--- config.mk ---
export PLATFORM = sky130hd
export DESIGN_NAME = transmitter_flat
export DESIGN_NICKNAME = d
export VERILOG_FILES = /design/src/rtl/tx_pkg.sv /design/src/rtl/transmitter_if.sv /design/src/rtl/tx_delay_calc.sv /design/src/rtl/transmitter.sv /design/src/flat_wrapper.sv
export SDC_FILE = /design/constraint.sdc
export NUM_CORES = 2
export LEC_CHECK = 0
export CORE_ASPECT_RATIO = 1.4
export CORE_MARGIN = 4
export CORE_UTILIZATION = 60
export CTS_CLUSTER_DIAMETER = 80
export DETAILED_ROUTE_END_ITERATION = 8
export HOLD_SLACK_MARGIN = 0.12
export PLACE_DENSITY = 0.85
export SKIP_CTS_REPAIR_TIMING = 1
export SYNTH_ARGS = -nofsm -noshare
export SYNTH_HDL_FRONTEND = slang
export SYNTH_SLANG_ARGS = --single-unit
--- constraint.sdc ---
create_clock -name clk -period 61.8 [get_ports clk]
set_input_delay 9.27 -clock clk [delete_from_list [all_inputs] [get_ports clk]]
set_output_delay 9.27 -clock clk [all_outputs]
set_load 0.05 [all_outputs]
--- src/rtl/tx_pkg.sv ---
// Transmit beamformer shared constants: array size, FSM encoding and the Q1.8 sine table.
package tx_pkg;
   localparam int NUM_ELEM = 64;
   localparam int SIN_FRAC = 8;
   localparam int NPTS_W   = 13;

   typedef logic [2:0] state_t;
   localparam state_t ST_IDLE   = 3'd0;
   localparam state_t ST_CALC   = 3'd1;
   localparam state_t ST_FIRE   = 3'd2;
   localparam state_t ST_LISTEN = 3'd3;
   localparam state_t ST_DONE   = 3'd4;

   // round(256*sin(deg)) for deg = 0..90
   localparam logic [SIN_FRAC:0] SIN_TAB [0:90] = '{
        0,   4,   9,  13,  18,  22,  27,  31,  36,  40,
       44,  49,  53,  58,  62,  66,  71,  75,  79,  83,
       88,  92,  96, 100, 104, 108, 112, 116, 120, 124,
      128, 132, 136, 139, 143, 147, 150, 154, 158, 161,
      165, 168, 171, 175, 178, 181, 184, 187, 190, 193,
      196, 199, 202, 204, 207, 210, 212, 215, 217, 219,
      222, 224, 226, 228, 230, 232, 234, 236, 237, 239,
      241, 242, 243, 245, 246, 247, 248, 249, 250, 251,
      252, 253, 254, 254, 255, 255, 255, 256, 256, 256,
      256
   };

   function automatic logic [SIN_FRAC:0] sin_q8(input logic [6:0] deg);
      logic [SIN_FRAC:0] v;
      v = (deg > 7'd90) ? 9'd256 : SIN_TAB[deg];
      return v;
   endfunction
endpackage

--- src/rtl/transmitter_if.sv ---
// Scan-controller <-> transmitter bus; `busy` exists only when TX_BUSY_EN is defined.
interface transmitter_if #(
   parameter int ANGLE_DW = 8,
   parameter int DW_INPUT = 8
);
   import tx_pkg::*;

   logic                initiate;
   logic [DW_INPUT-1:0] r_0;
   logic [ANGLE_DW-1:0] angle;
   logic [NPTS_W-1:0]   num_points;
   logic [NUM_ELEM-1:0] txArray;
   logic                done;
`ifdef TX_BUSY_EN
   logic                busy;

   modport master (output initiate, r_0, angle, num_points, input txArray, done, busy);
   modport slave  (input initiate, r_0, angle, num_points, output txArray, done, busy);
`else
   modport master (output initiate, r_0, angle, num_points, input txArray, done);
   modport slave  (input initiate, r_0, angle, num_points, output txArray, done);
`endif
endinterface

--- src/rtl/tx_delay_calc.sv ---
// Steering delay for one element: d = (m*ELEM_K*s) >> (DW_FRACTION+SIN_FRAC), m mirrored for angles below broadside.
module tx_delay_calc
   import tx_pkg::*;
#(
   parameter int DW_INTEGER  = 18,
   parameter int DW_FRACTION = 8,
   parameter int ELEM_K      = 4987
) (
   input  logic [$clog2(NUM_ELEM)-1:0] i_idx,
   input  logic                        i_rev,
   input  logic [SIN_FRAC:0]           i_s,
   output logic [DW_INTEGER-1:0]       o_d
);
   localparam int IW = $clog2(NUM_ELEM);
   localparam int PW = IW + DW_INTEGER + DW_FRACTION + SIN_FRAC + 1;

   logic [IW-1:0] w_m;
   logic [PW-1:0] w_prod;

   assign w_m    = i_rev ? (IW'(NUM_ELEM - 1) - i_idx) : i_idx;
   assign w_prod = PW'(w_m) * PW'(ELEM_K) * PW'(i_s);
   assign o_d    = DW_INTEGER'(w_prod >> (DW_FRACTION + SIN_FRAC));
endmodule

--- src/rtl/transmitter.sv ---
// 64-element transmit beamformer: CALC fills one delay per cycle, then FIRE/LISTEN per scan point, DONE pulse.
// Optional `busy` output on the bus when TX_BUSY_EN is defined.
module transmitter
   import tx_pkg::*;
#(
   parameter int DW_INTEGER  = 18,
   parameter int DW_FRACTION = 8,
   parameter int ANGLE_DW    = 8,
   parameter int DW_INPUT    = 8,
   parameter int ELEM_K      = 4987,
   parameter int PULSE_LEN   = 4,
   parameter int DEPTH_CYC   = 8
) (
   input  logic         clk,
   input  logic         rst,
   transmitter_if.slave bus
);
   localparam int IW = $clog2(NUM_ELEM);

   state_t                r_state;
   logic [ANGLE_DW-1:0]   r_angle;
   logic [DW_INPUT-1:0]   r_r0;
   logic [NPTS_W-1:0]     r_npts;
   logic [NPTS_W-1:0]     r_p;
   logic [IW-1:0]         r_idx;
   logic [DW_INTEGER-1:0] r_dly [NUM_ELEM];
   logic [DW_INTEGER-1:0] r_dmax;
   logic [DW_INTEGER-1:0] r_t;
   logic [DW_INTEGER-1:0] r_lcnt;

   logic [ANGLE_DW-1:0]   w_angle_in;
   logic                  w_rev;
   logic [6:0]            w_theta;
   logic [SIN_FRAC:0]     w_s;
   logic [DW_INTEGER-1:0] w_d;
   logic [DW_INTEGER-1:0] w_listen_len;
   logic                  w_fire_last;
   logic                  w_listen_last;
   logic                  w_adv;
   logic [NPTS_W-1:0]     w_p_next;
   logic [NUM_ELEM-1:0]   w_tx;

   assign w_angle_in = (bus.angle > ANGLE_DW'(180)) ? ANGLE_DW'(180) : bus.angle;
   assign w_rev      = (r_angle < ANGLE_DW'(90));
   assign w_theta    = w_rev ? 7'(ANGLE_DW'(90) - r_angle) : 7'(r_angle - ANGLE_DW'(90));
   assign w_s        = sin_q8(w_theta);

   tx_delay_calc #(
      .DW_INTEGER  (DW_INTEGER),
      .DW_FRACTION (DW_FRACTION),
      .ELEM_K      (ELEM_K)
   ) u_delay_calc (
      .i_idx (r_idx),
      .i_rev (w_rev),
      .i_s   (w_s),
      .o_d   (w_d)
   );

   // Round-trip listen time for the current point: 2*(r_0+p)*DEPTH_CYC cycles
   assign w_listen_len  = DW_INTEGER'((32'(r_r0) + 32'(r_p)) * 32'(2 * DEPTH_CYC));
   assign w_fire_last   = (r_t == r_dmax + DW_INTEGER'(PULSE_LEN - 1));
   assign w_listen_last = (r_lcnt == w_listen_len - DW_INTEGER'(1));
   assign w_p_next      = r_p + NPTS_W'(1);
   // A zero-length listen window (r_0 = 0, p = 0) goes straight on to the next point
   assign w_adv = ((r_state == ST_FIRE) && w_fire_last && (w_listen_len == '0)) ||
                  ((r_state == ST_LISTEN) && w_listen_last);

   always_comb begin
      w_tx = '0;
      if (r_state == ST_FIRE) begin
         for (int i = 0; i < NUM_ELEM; i++) begin
            w_tx[i] = (r_t >= r_dly[i]) && (r_t < r_dly[i] + DW_INTEGER'(PULSE_LEN));
         end
      end
   end

   always_ff @(posedge clk or posedge rst) begin
      if (rst) begin
         r_state <= ST_IDLE;
         r_angle <= '0;
         r_r0    <= '0;
         r_npts  <= '0;
         r_p     <= '0;
         r_idx   <= '0;
         r_dmax  <= '0;
         r_t     <= '0;
         r_lcnt  <= '0;
         for (int i = 0; i < NUM_ELEM; i++) begin
            r_dly[i] <= '0;
         end
      end else begin
         case (r_state)
            ST_IDLE: begin
               if (bus.initiate) begin
                  r_angle <= w_angle_in;
                  r_r0    <= bus.r_0;
                  r_npts  <= bus.num_points;
                  r_p     <= '0;
                  r_idx   <= '0;
                  r_dmax  <= '0;
                  r_state <= ST_CALC;
               end
            end
            ST_CALC: begin
               r_dly[r_idx] <= w_d;
               if (w_d > r_dmax) r_dmax <= w_d;
               r_idx <= r_idx + IW'(1);
               if (r_idx == IW'(NUM_ELEM - 1)) begin
                  r_t     <= '0;
                  r_state <= (r_npts == '0) ? ST_DONE : ST_FIRE;
               end
            end
            ST_FIRE: begin
               r_t <= r_t + DW_INTEGER'(1);
               if (w_fire_last) begin
                  r_lcnt  <= '0;
                  r_state <= ST_LISTEN;
               end
            end
            ST_LISTEN: begin
               r_lcnt <= r_lcnt + DW_INTEGER'(1);
            end
            ST_DONE: begin
               r_p     <= '0;
               r_state <= ST_IDLE;
            end
            default: r_state <= ST_IDLE;
         endcase

         if (w_adv) begin
            r_p     <= w_p_next;
            r_t     <= '0;
            r_state <= (w_p_next == r_npts) ? ST_DONE : ST_FIRE;
         end
      end
   end

   assign bus.txArray = w_tx;
   assign bus.done    = (r_state == ST_DONE);
`ifdef TX_BUSY_EN
   assign bus.busy    = (r_state != ST_IDLE);
`endif
endmodule

--- src/flat_wrapper.sv ---
// flat-port wrapper written by rule: the top's interface ports become plain ports
module transmitter_flat import tx_pkg::*;
#(
   parameter int DW_INTEGER  = 18,
   parameter int DW_FRACTION = 8,
   parameter int ANGLE_DW    = 8,
   parameter int DW_INPUT    = 8,
   parameter int ELEM_K      = 4987,
   parameter int PULSE_LEN   = 4,
   parameter int DEPTH_CYC   = 8
)
  (clk, rst, bus_initiate, bus_r_0, bus_angle, bus_num_points, bus_txArray, bus_done);
  transmitter_if #(.ANGLE_DW(ANGLE_DW), .DW_INPUT(DW_INPUT)) bus_i ();
  input  logic clk;
  input  logic rst;
  input wire logic [$bits(bus_i.initiate)-1:0] bus_initiate;
  input wire logic [$bits(bus_i.r_0)-1:0] bus_r_0;
  input wire logic [$bits(bus_i.angle)-1:0] bus_angle;
  input wire logic [$bits(bus_i.num_points)-1:0] bus_num_points;
  output wire logic [$bits(bus_i.txArray)-1:0] bus_txArray;
  output wire logic [$bits(bus_i.done)-1:0] bus_done;
  assign bus_i.initiate = bus_initiate;
  assign bus_i.r_0 = bus_r_0;
  assign bus_i.angle = bus_angle;
  assign bus_i.num_points = bus_num_points;
  assign bus_txArray = bus_i.txArray;
  assign bus_done = bus_i.done;
  transmitter #(.DW_INTEGER(DW_INTEGER), .DW_FRACTION(DW_FRACTION), .ANGLE_DW(ANGLE_DW), .DW_INPUT(DW_INPUT), .ELEM_K(ELEM_K), .PULSE_LEN(PULSE_LEN), .DEPTH_CYC(DEPTH_CYC)) u_core (.clk(clk), .rst(rst), .bus(bus_i));
endmodule
==> results.md <==
- Async S/R FF share, synth: 100%
- Vias in the first global route: 77.3k
- FILL cells: about 11k
- Core ar.: 141,000 um^2
- Synth Area in XOR/XNOR: about 6.3%
- CP max-delay cell: clkdlybuf4s50_1
- Critical path launch point: u_core.r_t[0]
- Vias: 75.0k
- Multi-input logic area: about 60,000 um^2
- Critical Path Max Stage Delay: just under 1 ns
- Register area: approximately 22,000 um^2
- Final core occ: 64.9%
- Share of the synthesized area in the top cell type: 25.4%
- Hold Path Depth: 2
- Post-Synthesis Cells: approximately 10k
- GR Overflow Total: 0
- Reg2reg setup slack: roughly 48 ns
- H-tree levels: 3
- # DRC: 0
- Crit. End Element: output pin
- Top post-synthesis cells by area: dfrtp_1, ha_1, xnor2_1
- Seq cells post-synth: 867
- Critical Path, Cell by Cell: inv_4, buf_4, ha_1, nor2b_1, o21bai_1, nand2b_1, a21o_1, a21o_1, a21o_1, a21o_1, a21oi_1, nor2b_1, o211ai_1, a31oi_1, a2111oi_1, clkdlybuf4s50_1
- Drt wl/cell: 20.5 um
- Run status: finished, final reports clean
- Main combinational cell family by area after synthesis: adder cells
- CTS clk-pin slew, worst paths: 0.06 ns
- Max Freq: 64.5 MHz
- Clock tree buffer depth: 3
- Most used cell along the critical path: a21o_1
- Worst slew pin tran: 1.39 ns
- Final Critical Period: 15.50 ns
- CP Launch Type: flip-flop
- Avg Cell Area, Syn: 8.58 um^2
- Routed vias/inst: 6.31
- Slew Limit Headroom: ~4.9%
- R2R depth: 48
- Area grow syn2layout: 7.21%
- Io pins: 97
- Fin. max-slew vios: 0
- Initial Util: 60.5%
- # rows: 163
- DRT iter0 DRCs: 5,945
- Reg2reg start: u_core.r_angle[1]
- Top post-synthesis cells by count: ha_1, nand2_1, inv_1
- Share of cells above drive strength 1: around 4.2%
- CTS sink cnt: 867
- Worst min-delay path class: reg -> reg
- Final Routed Wirelength: 244,000 um
- CP arrival: 6.23 ns
- R2r endpoint: u_core.r_dmax[0]
- Setup crit end: bus_txArray[1]
- Final hold vios: 0
- Mapped Area: around 86,000 um^2
- Post-synthesis cell type count: 90
- Initial antenna violation count: 6
- Syn nets: 11.8k
- Number of CTS-inserted buffers: 92
- CTS root buf: clkbuf_16
- Compound-Gate Fraction of Synth Area: 18.3%
- Die ar.: between 100,000 and 150,000 um^2
- Warnings, synthesis: 0
- # Max-Cap Violations: 0
- Crit Path Max Fanout: 36
- DRT antenna net count: 0
- Leading cell type by number of instances after synthesis: ha_1
- Routability congestion estimate: ~0.92
- CTS tree: yes
- Final period utilization: around 25%
- Setup TNS: 0 ns
- RSZ-0062 raised after global routing: no
- Die Ht: ~450 um
- Adder-cell share of the synthesized area: 27.3%
- EDFF count, synth: 0
- Worst EP required: 52.53 ns
- Largest net degree at the start of global routing: 121
- DP HPWL: 161,000 um
- Port Buffers: 96
- Final nets: 11.7k
- Main synth FF type: dfrtp_1
- Area leader, netlist: dfrtp_1
- Global-route wire length before repair: about 390,000 um
- Sequential area share after synthesis: 25.4%
- Final Setup Violations: 0
- Worst Clk Skew: 0.0324 ns
- GR Util All Layers: 32.5%
- Clk_lat worst skew: 0.75 ns
- Chip Width: 327 um
- Crit Path Category: reg -> out
- First-pass DRT Iterations: 6
- Simple-Gate Fraction of Synth Area: 16.4%
- Mux cell area share after synthesis: less than 1%
[worst max-delay path, delay by kind of cell, from the launching register on]
family / cells / cell delay (ns)
simple gates: 3 / 0.19
buf+inv: 3 / 2.30
flops: 1 / 0.46
fa+ha+maj: 1 / 0.27
compound gates: 9 / 2.23
[worst min-delay path by stage]
stage,from,endpoint,slack (ns)
2_1_floorplan,u_core.r_dly[10],u_core.r_dly[10],0.45
3_3_place_gp,u_core.r_dly[658],u_core.r_dly[658],0.46
3_5_place_dp,u_core.r_dly[676],u_core.r_dly[676],0.47
4_1_cts,u_core.r_dly[676],u_core.r_dly[676],0.48
5_1_grt,u_core.r_dly[838],u_core.r_dly[838],0.49
6_report,u_core.r_dly[676],u_core.r_dly[676],0.48
[sequential cells by signal (all words and copies together) (netlist names)]
name and cells:
u_core.r_angle 8, u_core.r_p 13, u_core.r_lcnt 18, u_core.r_idx 6
u_core.r_dmax 12, u_core.r_r0 8, u_core.r_npts 13, u_core.r_state 3
u_core.r_t 18, u_core.r_dly 768
[kinds of logic after synthesis]
group,count (synthesis)
muxes,20
buffers and inverters,1350
AOI/OAI and AO/OA,2386
and+or+nand+nor,2944
DFF,867
adders and majority gates,1784
xor gates and xnor gates,615
[per-stage QoR]
stage,instance area (um^2),setup WS [ns],hold slack (ns),cells
final,91700,46.30,0.478,11900
after global routing,91700,46.04,0.488,11900
after CTS,91700,46.41,0.480,11900
after detailed placement,88400,47.23,0.467,11700
after global placement,88400,47.27,0.462,11700
after floorplan,85500,28.16,0.449,9966
[metal layers]
metal | global-route usage [%] | up-vias | share of wire, % | wire, um
li1 | - | 34900 | - | -
met1 | 37.2 | 36000 | 37 | 91200
met2 | 55.7 | 2992 | 47 | 116000
met3 | 5.67 | 1174 | 7.8 | 19100
met4 | 22.2 | 4 | 7.5 | 18300
met5 | 0 | - | 0.010 | 25
[cells in the final DEF (no fill, tap or decap), types with 16 or more instances in the layout]
| cell | n |
|---|---|
| ha_1 | 1649 |
| nand2_1 | 1216 |
| inv_1 | 1000 |
| dfrtp_1 | 855 |
| o21ai_0 | 732 |
| xnor2_1 | 577 |
| nand3_1 | 451 |
| a21o_1 | 389 |
| nor2_1 | 258 |
| o21a_1 | 245 |
| nor3_1 | 233 |
| nor2b_1 | 211 |
| nand4_1 | 205 |
| o21ai_1 | 198 |
| a21oi_1 | 195 |
| nand2b_1 | 154 |
| fa_1 | 135 |
| a2111oi_0 | 112 |
| clkdlybuf4s50_1 | 96 |
| buf_4 | 96 |
| clkbuf_16 | 93 |
| a31oi_1 | 87 |
| o211ai_1 | 76 |
| and3_1 | 76 |
| o21bai_1 | 64 |
| o2111ai_1 | 63 |
| o31ai_2 | 44 |
| o31ai_1 | 33 |
| o21ai_2 | 31 |
| xor2_1 | 28 |
| a211oi_1 | 26 |
| nor4_1 | 23 |
| and2_1 | 22 |
| and4_1 | 19 |
| clkinv_2 | 19 |
| or2_2 | 17 |
| bufinv_16 | 16 |
[layout make-up]
type	count	share of cell area (%)
sequential	867	23.7
inverter	1006	4.13
clock inverter	53	0.806
antenna	3	0.00819
clock buffer	115	2.78
timing repair buffer	195	1.90
tap	1897	2.59
multi-input combinational	7749	64.1
Power is left out: the tool's default activity adds up to more than one toggle a clock period on the data nets, which glitch-free logic cannot reach.
